===== src/rtl/pwm_duty_decoder.sv =====
// pwm_duty_decoder: recovers the signed duty word and period of a PWM line.
// Reports a stalled line as stuck and tracks its level while stalled.
module pwm_duty_decoder #(
  parameter int M       = 1000,
  parameter int W       = 10,
  parameter int CW      = 16,
  parameter int TIMEOUT = 4000,
  parameter int SYNC    = 2
) (
  input  logic                clk,
  input  logic                rst,
  input  logic                pwm_in,
  output logic signed [W-1:0] duty,
  output logic [CW-1:0]       period,
  output logic                valid,
  output logic                stuck
);

  localparam int HALF = M / 2;
  localparam int CW1  = CW + 1;

  localparam logic signed [CW:0]  POS  = CW1'(HALF);
  localparam logic signed [CW:0]  NEG  = CW1'(-HALF);
  localparam logic signed [W-1:0] DPOS = W'(HALF);
  localparam logic signed [W-1:0] DNEG = W'(-HALF);
  localparam logic [CW-1:0]       TO   = CW'(TIMEOUT);

  typedef enum logic [1:0] {
    IDLE,
    HIGH,
    LOW,
    STUCK
  } state_t;

  state_t state, state_n;

  logic [SYNC-1:0] sync_q;
  logic            s;
  logic            s_d;
  logic            rise;
  logic            fall;
  logic            timeout;

  logic [CW-1:0]       cnt;
  logic [CW-1:0]       hi, hi_n;
  logic signed [CW:0]  diff;
  logic signed [W-1:0] duty_n;
  logic [CW-1:0]       period_n;
  logic                valid_n;
  logic                stuck_n;

  assign s       = sync_q[SYNC-1];
  assign rise    = s & ~s_d;
  assign fall    = ~s & s_d;
  assign timeout = (cnt == TO) & ~rise & ~fall;

  assign diff = $signed({1'b0, hi})
              - $signed({2'b00, cnt[CW-1:1]});

  // Synchronize the asynchronous line and keep one cycle of history.
  always_ff @(posedge clk) begin
    if (rst) begin
      sync_q <= '0;
      s_d    <= 1'b0;
    end else begin
      sync_q <= {sync_q[SYNC-2:0], pwm_in};
      s_d    <= s;
    end
  end

  // Cycles since the last rise, saturating at the stall limit.
  always_ff @(posedge clk) begin
    if (rst) begin
      cnt <= '0;
    end else if (rise) begin
      cnt <= CW'(1);
    end else if (cnt < TO) begin
      cnt <= cnt + CW'(1);
    end
  end

  // State, latched high time and registered outputs.
  always_ff @(posedge clk) begin
    if (rst) begin
      state  <= IDLE;
      hi     <= '0;
      duty   <= '0;
      period <= '0;
      valid  <= 1'b0;
      stuck  <= 1'b0;
    end else begin
      state  <= state_n;
      hi     <= hi_n;
      duty   <= duty_n;
      period <= period_n;
      valid  <= valid_n;
      stuck  <= stuck_n;
    end
  end

  // Next state and next outputs; outputs hold unless a strobe fires.
  always_comb begin
    state_n  = state;
    hi_n     = hi;
    duty_n   = duty;
    period_n = period;
    valid_n  = 1'b0;
    stuck_n  = stuck;
    unique case (state)
      IDLE: begin
        if (rise) begin
          state_n = HIGH;
        end else if (timeout) begin
          state_n  = STUCK;
          stuck_n  = 1'b1;
          period_n = '0;
          duty_n   = s ? DPOS : DNEG;
          valid_n  = 1'b1;
        end
      end
      HIGH: begin
        if (fall) begin
          hi_n    = cnt;
          state_n = LOW;
        end else if (timeout) begin
          state_n  = STUCK;
          stuck_n  = 1'b1;
          period_n = '0;
          duty_n   = s ? DPOS : DNEG;
          valid_n  = 1'b1;
        end
      end
      LOW: begin
        if (rise) begin
          period_n = cnt;
          valid_n  = 1'b1;
          state_n  = HIGH;
          if (diff > POS) begin
            duty_n = DPOS;
          end else if (diff < NEG) begin
            duty_n = DNEG;
          end else begin
            duty_n = diff[W-1:0];
          end
        end else if (timeout) begin
          state_n  = STUCK;
          stuck_n  = 1'b1;
          period_n = '0;
          duty_n   = s ? DPOS : DNEG;
          valid_n  = 1'b1;
        end
      end
      STUCK: begin
        if (rise) begin
          stuck_n = 1'b0;
          state_n = HIGH;
        end else if (fall) begin
          duty_n  = DNEG;
          valid_n = 1'b1;
        end
      end
      default: begin
        state_n = IDLE;
      end
    endcase
  end

endmodule


===== config.mk =====
export PLATFORM = sky130hd
export DESIGN_NAME = pwm_duty_decoder
export DESIGN_NICKNAME = d
export VERILOG_FILES = /design/src/rtl/pwm_duty_decoder.sv
export SDC_FILE = /design/constraint.sdc
export NUM_CORES = 1
export LEC_CHECK = 0
export BUFFER_PORTS_ARGS = -buffer_cell sky130_fd_sc_hd__buf_2
export CAP_MARGIN = 15
export CORE_MARGIN = 5
export CORE_UTILIZATION = 40
export CTS_CLUSTER_SIZE = 24
export DETAILED_ROUTE_END_ITERATION = 12
export GPL_TIMING_DRIVEN = 1
export PLACE_DENSITY = 0.55
export SYNTH_ARGS = -nofsm -noshare
export SYNTH_HDL_FRONTEND = slang
export SYNTH_SLANG_ARGS = --single-unit

===== constraint.sdc =====
create_clock -name clk -period 4.2 [get_ports clk]
set_input_delay 0.84 -clock clk [delete_from_list [all_inputs] [get_ports clk]]
set_output_delay 0.84 -clock clk [all_outputs]
set_load 0.1 [all_outputs]

==> flow_summary_export.csv <==
group,metric,value,unit
setup_path,arrival,3.77,ns
power,power_density,319.6,mW/mm²
power,p_leak,1.633,nW
clock_network,h-tree-depth,3,
synthesis,yosys.area.top_type,"dfxtp_1",
setup_path,startpoint,"cnt[1]",
synthesis,synth_top_area_share,33.05,%
grt,grt_pass1_vias,3615,
sta,min_period,3.550,ns
floorplan,start_util,40.66,%
sta,setup_viol,0,
sta,max_freq,281.7,MHz
sta,finalCritPeriodShare,84.52,%
setup_path,r2r-start,"cnt[1]",
clock_network,cts_setup_buffers,0,
setup_path,end_kind,"register",
synthesis,ys_seq_area_share,33.05,%
setup_path,path_class,"reg -> reg",
place,place_congestion,0.8563,
grt,antenna_found_initial,0,
grt,grt_usage,18.36,%
final_layout,syn2layout_area_growth,10.17,%
sta,maxSlewHeadroom,34.99,%
final_layout,final-seq-area,0.001301,mm²
setup_path,critPathRequiredTime,4.42,ns
clock_network,cts_sinks,65,
floorplan,die_h,109.2,µm
floorplan,dieArea,0.01193,mm²
place,port_buffers,30,
grt,grt_max_degree,30,
synthesis,synth_edf_count,0,
floorplan,boundaryPins,31,
final_layout,multi_input_area,0.002411,mm²
sta,grt_setup_unrepaired,"false",
grt,grt.overflow.total,0,
final_layout,num-fill-cells,1005,
power,vdd_drop_max,0.0001619,V
floorplan,coreArea,0.009684,mm²
route,routedWlPerCell,15.28,µm
synthesis,synth_fp_nets,529,
route,antenna_left,0,
final_layout,fin_nets,546,
clock_network,cts.clk_slew.worst_paths,0.07,ns
sta,clock_skew,0.007627,ns
run,drv_cap,0,
route,drt_iter0_markers,228,
floorplan,rows,36,
route,vias_per_cell,5.492,
grt,grt_pass1_wl,17.41,mm
worst_hold_path,min_from,"sync_q[0]",
setup_path,cp-start-kind,"register",
sta,tns,0,ns
clock_network,postCtsResizedCells,0,
clock_network,cts_hold_buf,0,
final_layout,drive_gt1_share,11.53,%
synthesis,ys_seq_elements,65,
sta,hold_viol,0,
clock_network,clockBufferDepth,2,
setup_path,rrSetupSlack,0.65,ns
setup_path,critical_path.max_fanout,7,
sta,slew_viol_final,0,
synthesis,synth_ff_type,"dfxtp_1",
route,drc,0,
clock_network,clk_latency,0.35,ns
route,drt_wl_total,10.12,mm
worst_hold_path,hold_path_class,"reg -> reg",
route,vias,3636,
place,dp_hpwl,7.414,mm
synthesis,synthTopCellsByArea,"dfxtp_1 (33%), nand2_1 (6.2%), nor2_1 (5.9%), a21oi_1 (5.5%), ha_1 (5.4%)",
outcome,status,"finished, final reports clean",
clock_network,cts_buffers,9,
synthesis,avgSynthCellArea,7.751,µm²
place,place_area,0.004160,mm²
sta,tightest_slew,0.9738,ns
synthesis,synthTopCellsByCount,"dfxtp_1 (65), nand2_1 (65), nor2_1 (62)",
floorplan,fp.dieW,109.2,µm
clock_network,cts_tree,"yes",
synthesis,ys_types,66,
route,dr.pass1.iters,4,
synthesis,async_reset_ff_share,0,%
synthesis,synth_area,0.003938,mm²
synthesis,syn_inst,508,
final_layout,antenna_cells,0,
clock_network,clock-root-buffer,"clkbuf_8",
synthesis,yosysWarnings,0,
final_layout,final_area,0.004338,mm²
area by class of cell:
cell class	count	area share (%)
clock buffer	12	3.115
clock inverter	3	0.9807
inverter	25	2.163
multi-input combinational	389	55.58
sequential	65	30.00
tap	133	3.836
timing repair buffer	35	4.327
cell families after synthesis:
kind of cell               after synthesis  share of synthesized area, %
muxes                                    1                        0.2542
xor gates and xnor gates                21                         4.671
buffers and inverters                   54                         5.720
adders and majority gates               18                         5.910
and+or+nand+nor                        205                         24.63
AOI/OAI and AO/OA                      144                         25.77
DFF                                     65                         33.05
critical path, stage by stage (launching register included):
cell and delay [ns]:
dfxtp_1 0.37, ha_1 0.24, fa_1 0.39, and2b_1 0.25
o31ai_2 0.08, a211oi_2 0.38, a21oi_1 0.14, xnor2_1 0.21
o2111ai_1 0.24, o41ai_2 0.49, nand3b_1 0.16, a2111oi_0 0.45
flip-flops by register name, summed over array words and instances (netlist names):
signal  count
cnt        16
duty       10
hi         16
period     16
s_d         1
state       2
stuck       1
sync_q      2
valid       1
where the power goes:
part / leakage, nW / total [W] / switching, W / internal [W]
clock network: 0.0864 / 0.000512 / 0.000242 / 0.000271
logic: 1.02 / 0.000232 / 0.000155 / 0.0000778
registers: 0.526 / 0.000642 / 0.0000154 / 0.000626
total: 1.63 / 0.00139 / 0.000412 / 0.000975
per-layer routing:
metal | vias up | part of all wire (%) | GRT usage [%]
met3 | 22 | 3.6 | 4.144
met1 | 1694 | 49 | 24.66
met5 | - | 0 | 0
met2 | 67 | 44 | 27.89
li1 | 1853 | - | -
met4 | 0 | 2.8 | 8.549
metrics by stage:
stage	util (%)	hold slack [ns]	std cells	setup WS [ns]	total power, W
global placement	42.96	0.4335	647	0.8078	0.0008858
floorplan	-	0.4138	508	1.000	0.0008418
detailed placement	42.96	0.4501	647	0.6919	0.0008872
finish	44.79	0.4587	662	0.6502	0.001386
CTS	44.79	0.4618	662	0.6778	0.001403
global route	44.79	0.4735	662	0.3051	0.001460
cell usage in the layout (no fill, tap or decap), types with 7 or more instances in the layout:
cell | synthesis | layout
a211oi_1 | 7 | 7
a21o_1 | 7 | 7
a21oi_1 | 43 | 43
a22oi_1 | 16 | 16
buf_2 | 0 | 30
clkbuf_8 | 0 | 9
dfxtp_1 | 65 | 65
ha_1 | 17 | 17
inv_1 | 25 | 25
nand2_1 | 65 | 65
nand2b_1 | 7 | 7
nand3_1 | 8 | 8
nand4_1 | 9 | 9
nor2_1 | 62 | 62
nor3_1 | 16 | 16
o21ai_0 | 16 | 16
xnor2_1 | 15 | 15
path summary, 6_finish.rpt:
| check | depth (start not counted) | end |
|---|---|---|
| hold reg to reg | 1 | sync_q[1] |
| setup / recovery | 11 | duty[7] |
| setup reg to reg | 11 | duty[7] |
| hold / removal | 1 | sync_q[1] |
No activity file was read; power rests on OpenSTA's default activity.
